## config.mk

```make
export PLATFORM = sky130hd
export DESIGN_NAME = load_store_unit
export DESIGN_NICKNAME = d
export VERILOG_FILES = /design/src/rtl/load_store_unit.sv
export SDC_FILE = /design/constraint.sdc
export NUM_CORES = 1
export LEC_CHECK = 0
export BUFFER_PORTS_ARGS = -buffer_cell sky130_fd_sc_hd__buf_2
export CAP_MARGIN = 20
export CORE_UTILIZATION = 30
export DETAILED_ROUTE_END_ITERATION = 8
export HOLD_SLACK_MARGIN = 0.02
export PLACE_DENSITY = 0.6
export SETUP_SLACK_MARGIN = 0.05
export SLEW_MARGIN = 10
export SYNTH_ARGS = -nofsm -noshare
export SYNTH_HDL_FRONTEND = slang
export SYNTH_SLANG_ARGS = --single-unit
export TNS_END_PERCENT = 10
```

## constraint.sdc

```tcl
create_clock -name clk -period 1.8 [get_ports clk]
set_input_delay 0.36 -clock clk [delete_from_list [all_inputs] [get_ports clk]]
set_output_delay 0.36 -clock clk [all_outputs]
set_load 0.05 [all_outputs]
```

## src/rtl/load_store_unit.sv

```systemverilog
// load_store_unit: turns a load/store instruction (effective address from the ALU) into a
// word-aligned request/acknowledge bus transaction, stalling the core while it is in flight.
// Loads return a byte/halfword/word, sign- or zero-extended, in a registered rdata.
//
// Optional feature: define LSU_TIMEOUT_EN to abort a request after TIMEOUT_CYCLES cycles
// without bus_ack (bus_err pulses, rdata cleared). Undefined: REQ waits forever, bus_err = 0.
//
// Ports:
//   clk, rst_n              clock, asynchronous active-low reset
//   mem_read, mem_write     instruction is a load / store (both set: store)
//   funct3                  access width and sign
//   addr, wdata             effective address, store data
//   rdata                   extended load result (registered)
//   stall                   holds the core while an access is pending (combinational)
//   misaligned, bus_err     one-cycle flags: rejected access, bus timeout
//   bus_req/we/addr/wstrb/wdata, bus_rdata, bus_ack   data bus
module load_store_unit #(
  parameter int unsigned TIMEOUT_CYCLES = 255
) (
  input  logic        clk,
  input  logic        rst_n,
  input  logic        mem_read,
  input  logic        mem_write,
  input  logic [2:0]  funct3,
  input  logic [31:0] addr,
  input  logic [31:0] wdata,
  output logic [31:0] rdata,
  output logic        stall,
  output logic        misaligned,
  output logic        bus_err,
  output logic        bus_req,
  output logic        bus_we,
  output logic [31:0] bus_addr,
  output logic [3:0]  bus_wstrb,
  output logic [31:0] bus_wdata,
  input  logic [31:0] bus_rdata,
  input  logic        bus_ack
);

  typedef enum logic [1:0] {StIdle, StReq, StDone} state_e;

  state_e      state_q, state_d;
  logic [1:0]  lsb_q, lsb_d;
  logic [2:0]  funct3_q, funct3_d;
  logic [31:0] rdata_q, rdata_d;
  logic        misaligned_q, misaligned_d;
  logic        bus_err_q, bus_err_d;
  logic        bus_req_q, bus_req_d;
  logic        bus_we_q, bus_we_d;
  logic [31:0] bus_addr_q, bus_addr_d;
  logic [3:0]  bus_wstrb_q, bus_wstrb_d;
  logic [31:0] bus_wdata_q, bus_wdata_d;

  logic        access;
  logic        is_store;
  logic        illegal;
  logic        ack_seen;
  logic        timeout_hit;
  logic [31:0] shifted;
  logic [31:0] load_data;

  assign access   = mem_read | mem_write;
  assign is_store = mem_write;
  assign ack_seen = bus_req_q & bus_ack;

`ifdef LSU_TIMEOUT_EN
  localparam int unsigned TmoW = $clog2(TIMEOUT_CYCLES + 1);
  logic [TmoW-1:0] tmo_q, tmo_d;

  // Counts completed REQ cycles; fires on the last allowed one if no ack arrives.
  assign tmo_d       = (state_q == StReq) ? tmo_q + TmoW'(1) : '0;
  assign timeout_hit = (state_q == StReq) & ~bus_ack & (tmo_q == TmoW'(TIMEOUT_CYCLES - 1));

  always_ff @(posedge clk or negedge rst_n) begin
    if (!rst_n) tmo_q <= '0;
    else        tmo_q <= tmo_d;
  end
`else
  logic unused_tmo;
  assign unused_tmo  = ^TIMEOUT_CYCLES;
  assign timeout_hit = 1'b0;
`endif

  always_comb begin
    illegal = 1'b0;
    case (funct3)
      3'b000:  illegal = 1'b0;
      3'b001:  illegal = addr[0];
      3'b010:  illegal = |addr[1:0];
      3'b100:  illegal = is_store;
      3'b101:  illegal = is_store | addr[0];
      default: illegal = 1'b1;
    endcase
  end

  // Halfword loads are 2-byte aligned, so a byte-granular shift also covers them.
  assign shifted = bus_rdata >> {lsb_q, 3'b000};

  always_comb begin
    load_data = shifted;
    case (funct3_q)
      3'b000:  load_data = {{24{shifted[7]}}, shifted[7:0]};
      3'b001:  load_data = {{16{shifted[15]}}, shifted[15:0]};
      3'b100:  load_data = {24'b0, shifted[7:0]};
      3'b101:  load_data = {16'b0, shifted[15:0]};
      default: load_data = shifted;
    endcase
  end

  // State register
  always_ff @(posedge clk or negedge rst_n) begin
    if (!rst_n) state_q <= StIdle;
    else        state_q <= state_d;
  end

  // Next-state logic
  always_comb begin
    state_d = state_q;
    case (state_q)
      StIdle:  if (access) state_d = illegal ? StDone : StReq;
      StReq:   if (ack_seen || timeout_hit) state_d = StDone;
      StDone:  state_d = StIdle;
      default: state_d = StIdle;
    endcase
  end

  // Output logic
  always_comb begin
    stall = ((state_q == StIdle) & access) | (state_q == StReq);
  end

  // Datapath / registered outputs
  always_comb begin
    lsb_d        = lsb_q;
    funct3_d     = funct3_q;
    rdata_d      = rdata_q;
    misaligned_d = 1'b0;
    bus_err_d    = 1'b0;
    bus_req_d    = bus_req_q;
    bus_we_d     = bus_we_q;
    bus_addr_d   = bus_addr_q;
    bus_wstrb_d  = bus_wstrb_q;
    bus_wdata_d  = bus_wdata_q;
    case (state_q)
      StIdle: begin
        if (access) begin
          if (illegal) begin
            misaligned_d = 1'b1;
            rdata_d      = '0;
          end else begin
            bus_req_d  = 1'b1;
            bus_we_d   = is_store;
            bus_addr_d = {addr[31:2], 2'b00};
            lsb_d      = addr[1:0];
            funct3_d   = funct3;
            if (is_store) begin
              case (funct3[1:0])
                2'b00: begin
                  bus_wstrb_d = 4'b0001 << addr[1:0];
                  bus_wdata_d = {4{wdata[7:0]}};
                end
                2'b01: begin
                  bus_wstrb_d = addr[1] ? 4'b1100 : 4'b0011;
                  bus_wdata_d = {2{wdata[15:0]}};
                end
                default: begin
                  bus_wstrb_d = 4'b1111;
                  bus_wdata_d = wdata;
                end
              endcase
            end else begin
              bus_wstrb_d = 4'b0000;
            end
          end
        end
      end
      StReq: begin
        if (ack_seen) begin
          bus_req_d = 1'b0;
          if (!bus_we_q) rdata_d = load_data;
        end else if (timeout_hit) begin
          bus_req_d = 1'b0;
          bus_err_d = 1'b1;
          rdata_d   = '0;
        end
      end
      default: ;
    endcase
  end

  always_ff @(posedge clk or negedge rst_n) begin
    if (!rst_n) begin
      lsb_q        <= '0;
      funct3_q     <= '0;
      rdata_q      <= '0;
      misaligned_q <= 1'b0;
      bus_err_q    <= 1'b0;
      bus_req_q    <= 1'b0;
      bus_we_q     <= 1'b0;
      bus_addr_q   <= '0;
      bus_wstrb_q  <= '0;
      bus_wdata_q  <= '0;
    end else begin
      lsb_q        <= lsb_d;
      funct3_q     <= funct3_d;
      rdata_q      <= rdata_d;
      misaligned_q <= misaligned_d;
      bus_err_q    <= bus_err_d;
      bus_req_q    <= bus_req_d;
      bus_we_q     <= bus_we_d;
      bus_addr_q   <= bus_addr_d;
      bus_wstrb_q  <= bus_wstrb_d;
      bus_wdata_q  <= bus_wdata_d;
    end
  end

  assign rdata      = rdata_q;
  assign misaligned = misaligned_q;
  assign bus_err    = bus_err_q;
  assign bus_req    = bus_req_q;
  assign bus_we     = bus_we_q;
  assign bus_addr   = bus_addr_q;
  assign bus_wstrb  = bus_wstrb_q;
  assign bus_wdata  = bus_wdata_q;

endmodule

```

== Word-level counts from Yosys, hierarchy flattened ==
Cells that the tools add are included.
Operators by class
  bitwise operators: 6
  eq/ne operators: 14
  multiplexer cells: 22
  shift operators: 2
  reductions and logical operators: 11
Operator list (count)
  32-bit two-way mux: 4
  32-bit one-hot mux with 2 select lines: 2
  32-bit one-hot mux with 4 select lines: 1
  32-bit by 5-bit >> shifter with 32-bit output: 1
  3-bit equality test, second input constant: 4
  2-bit inequality test, second input constant: 5
  4-bit two-way mux: 2
  4-bit one-hot mux with 2 select lines: 1
  4-bit AND reduction: 2
  3-bit by 1-bit equality test with 1-bit output, second input constant: 2
  3-bit zero test: 2
  1-bit two-way mux: 6
  2-bit two-way mux: 3
  1-bit one-hot mux with 5 select lines: 1
  5-bit AND reduction: 1
  2-bit by 1-bit equality test with 1-bit output, second input constant: 2
  2-bit zero test: 2
  2-bit one-hot mux with 2 select lines: 1
  1-bit by 2-bit left shift with 4-bit output, first input constant: 1
  3-bit by 2-bit equality test with 1-bit output, second input constant: 1
  1-bit OR: 3
  3-bit AND reduction: 1
  1-bit bitwise AND: 2
  1-bit one-hot mux with 2 select lines: 1
  4 further kinds: 4
Word-level totals
  register bits: 108
  input bits: 104
  logic and storage cells: 65

== Depth between registers and ports, before layout ==
  word-level depth: 5
  mapped depth: 7

== Least setup slack after synthesis ==
OpenSTA, ideal clock, no wires.
  path type: reg2reg
  start: reg bus_req_q, in the netlist bus_req
  end: reg rdata_q[16], in the netlist rdata[16]
  buffers on the path: 1
  clock period less this slack: 1751 ps
  cell stages (with the launch flop): 6
  required time: 1733 ps
  setup slack: 49 ps
  arrival time: 1683 ps
  cells stage by stage: dfrtp_1 > nand2_1 > or3_1 > buf_2 > nor2_4 > a221o_1
On the way
  cells in the longest elaborated chain, start to end: 3
RTL lines
  start, declared: RTL line 48  | logic bus_req_q, bus_req_d;
  start signal, assigned: RTL line 209  | bus_req_q <= bus_req_d;
  1-bit bitwise AND: RTL line 64  | assign ack_seen = bus_req_q & bus_ack;
  2-bit inequality test (no source line)
  5-bit AND reduction (no source line)
  end signal, assigned: RTL line 206  | rdata_q <= rdata_d;
  end, declared: RTL line 45  | logic [31:0] rdata_q, rdata_d;
Every way passes these cells.
A chain may end at the register's enable or synchronous reset.

== Worst setup path after layout ==
  start: reg lsb_q[1]
  end: reg rdata_q[21], in the netlist rdata[21]
On the way
  cells in the longest elaborated chain, start to end: 5
RTL lines
  start, declared: RTL line 43  | logic [1:0] lsb_q, lsb_d;
  start signal, assigned: RTL line 204  | lsb_q <= lsb_d;
  32-bit by 5-bit >> shifter with 32-bit output: RTL line 97  | assign shifted = bus_rdata >> {lsb_q, 3'b000};
  32-bit one-hot mux with 4 select lines: RTL line 101  | case (funct3_q)
  32-bit two-way mux: RTL line 180  | if (!bus_we_q) rdata_d = load_data;
  32-bit two-way mux: RTL line 178  | if (ack_seen) begin
  32-bit one-hot mux with 2 select lines: RTL line 144  | case (state_q)
Every way passes these cells. The select of a mux whose other input is x is not followed.

==> flow_summary.yaml <==
run_status:
  status: "finished clean"
clock_network:
  cts-root-buf: "clkbuf_16"
  cts_max_level: 3
  cts_buffers: 9
  clock_path_buffers: 2
  clk_transition_reported_paths_ns: 0.08
  clock_latency_ns: 0.35
  cts_sinks: 108
  cts_tree: "built"
finish:
  drive_gt1_frac: 0.492
  syn_to_final_growth_pct: 39.1
  fill_cells: 1608
  nets: 757
  diodes: 0
  utilization: 0.434
sta:
  skew_ns: 0.0106
  setup_viol: 0
  clock.fmax_mhz: 564
  hold_violations: 0
  hold_ws_ns: 0.228
  period_needed_ns: 1.77
  period_share: 0.986
  rsz0062_at_grt: "true"
  drv_slew: 0
  worstMarginPinSlew_ns: 0.505
  slew_headroom: 0.662
logic_synthesis:
  synth_fa_ha_area_frac: 0
  synthFlopType: "dfrtp_1"
  yosys_warnings: 0
  synth_area_um2: 5020
  yosysTopAreaCell: "dfrtp_1"
  seq_area_frac_synth: 0.538
  synth_xor_area_frac: 0
  synth_cells: 422
  synth-simple-area-share: 0.0852
  ys_seq_elements: 108
  yosysTopAreaCellShare: 0.538
  synth_area_leaders: "dfrtp_1 54%, mux2_2 9.0%, mux2i_1 7.8%"
  synth_edf_count: 0
  synth_compound_area_frac: 0.135
  synth.area.mux_share: 0.208
  synth_top_family_by_area: "multiplexers"
  syn_area_per_cell_um2: 11.9
  synth-async-reset-ratio: 1.00
  synthDistinctLibCells: 36
critical_path:
  path_max_fanout: 16
  crit_type: "flip-flop to flip-flop"
  crit_path_start_kind: "flip-flop"
  arrival_ns: 2.00
  worstPathRequired_ns: 2.03
  worstSetupEndpointType: "flip-flop"
drt:
  drc_errors: 0
  num_vias: 4273
  firstDrtPassIters: 4
  vias_per_cell: 4.89
  detail_route.wl_per_cell_um: 17.1
  drtIter0Drc: 190
  wirelength_um: 14900
  antenna_left: 0
place:
  place_congestion: 0.946
  port_buffers: 205
  hpwl_um: 11700
power_and_ir_drop:
  p_sw_mw: 6.90
  switching_share: 0.502
  power_density_nw_per_um2: 1970
  combinationalPowerShare: 0.548
  clock_power_share: 0.155
  seqPwrFrac: 0.298
  p_int_mw: 6.83
  power_leakage_nw: 3.53
  irDropWorstVdd_mv: 1.07
die:
  io_pins: 209
  rows: 46
  coreArea_um2: 16100
  die_w_um: 131
  die_h_um: 131
  die-area_um2: 17300
  initial_utilization: 0.312
global_routing:
  grt_pass1_vias: 4478
  grt_max_degree: 36
  grt_antenna_before_repair: 0
  grt_pass1_wl_um: 23900
  grt-ovfl-total: 0
  grt_util_all_layers: 0.176
hold_path:
  min_path_type: "input port to flip-flop"
run:
  max-cap-violations: 0
-- kinds of logic (layout without fill, tap and decap cells) --
family                 count (synthesis)  after routing
buffers and inverters                 36            270
other                                  1              3
flip-flops                           108            108
AO/OA/AOI/OAI                         99             99
AND/OR/NAND/NOR                       82             82
multiplexers                          96             96
-- what timing repair did --
item / in CTS / in global routing
resized for setup: 1 / 11
buffers inserted: 1 / 1
hold endpoints to repair: 10 / 0
setup endpoints to repair: 8 / 26
pin swaps: 1 / 3
hold buffers: 1 / 0
-- cells in the mapped netlist, types with 2 or more instances --
cell and n:
dfrtp_1 108, o21ai_0 41, mux2_2 40, mux2i_1 39, nand2_1 36, nor2_1 25, a21oi_1 21, a221o_1 16
mux2_1 16, buf_2 14, clkbuf_1 12, nand3b_1 9, a211oi_1 7, o2bb2ai_1 7, inv_1 5, buf_4 4
or2_2 2, or3_1 2
-- path summary, 6_finish.rpt --
check	from	endpoint	slack, ns	depth (start not counted)
worst max-delay path	lsb_q[1]$_DFFE_PN0P_	rdata[21]$_DFFE_PN0P_	0.03	4
worst min-delay path	addr[15]	bus_addr[15]$_DFFE_PN0P_	0.23	2
worst max register to register	lsb_q[1]$_DFFE_PN0P_	rdata[21]$_DFFE_PN0P_	0.03	4
worst min register to register	bus_wdata[18]$_DFFE_PN0P_	bus_wdata[18]$_DFFE_PN0P_	0.47	2
max in group asynchronous	rst_n	bus_wstrb[2]$_DFFE_PN0P_	0.78	3
min in group asynchronous	rst_n	rdata[14]$_DFFE_PN0P_	0.40	2
-- flip-flops by register name (all words and copies together), names as in the netlist --
register    flops
rdata          32
misaligned      1
bus_addr       30
lsb_q           2
bus_req         1
bus_wdata      32
state_q         2
bus_wstrb       4
bus_we          1
funct3_q        3
-- worst max-delay path, cell delays in order, from the launching register on --
cell and delay [ns]:
dfrtp_1 0.38, mux4_2 0.54, o2111a_1 0.28, buf_12 0.16
a221o_1 0.27
-- layout by cell type (no fill, tap or decap), types with 2 or more instances in the layout --
cell type    n
buf_2      203
dfrtp_1    106
o21ai_0     41
mux2_2      40
mux2i_1     39
nand2_1     36
buf_4       36
nor2_1      23
a21oi_1     21
mux2_1      16
a221o_1     16
nand3b_1     9
clkbuf_16    9
o2bb2ai_1    7
a211oi_1     7
buf_12       7
inv_1        5
conb_1       3
clkbuf_8     3
nor2_4       2
nor3_4       2
or2_2        2
dfrtp_2      2
buf_6        2
-- through the flow --
stage / setup TNS (ns) / power [mW] / cells / cell area, um^2 / setup slack (ns)
global placement: -2.40 / 11.4 / 855 / 6600 / -0.108
CTS: 0 / 13.8 / 873 / 6940 / 0.0344
finish: 0 / 13.7 / 874 / 6990 / 0.0260
floorplan: 0 / 9.46 / 424 / 5030 / 0.0995
global route: -0.103 / 14.4 / 874 / 6990 / -0.0307
detailed placement: -3.86 / 11.6 / 855 / 6600 / -0.133
-- metal layers --
layer | GRT usage | up-vias | routed length (um)
li1 | - | 1988 | -
met3 | 0.0544 | 22 | 1250
met2 | 0.284 | 175 | 6990
met5 | 0 | - | 0
met1 | 0.218 | 2088 | 6370
met4 | 0.0704 | 0 | 307
-- power by group through the flow --
stage                     registers (mW)  clock network [mW]  logic [mW]
after floorplan                     7.41                   0        2.05
after global placement              4.07                   0        7.38
after detailed placement            4.10                   0        7.50
after CTS                           4.07                2.18        7.51
after global routing                4.22                2.27        7.93
final                               4.09                2.12        7.52
-- area by class of cell --
| class | count | area [um^2] | area share |
|---|---|---|---|
| inverter | 5 | 18.8 | 0.00269 |
| tap | 216 | 270 | 0.0387 |
| sequential | 108 | 2710 | 0.387 |
| multi-input combinational | 280 | 2210 | 0.317 |
| clock inverter | 4 | 55.1 | 0.00788 |
| clock buffer | 12 | 267 | 0.0381 |
| timing repair buffer | 249 | 1460 | 0.209 |
(Power assumes the default switching activity.)
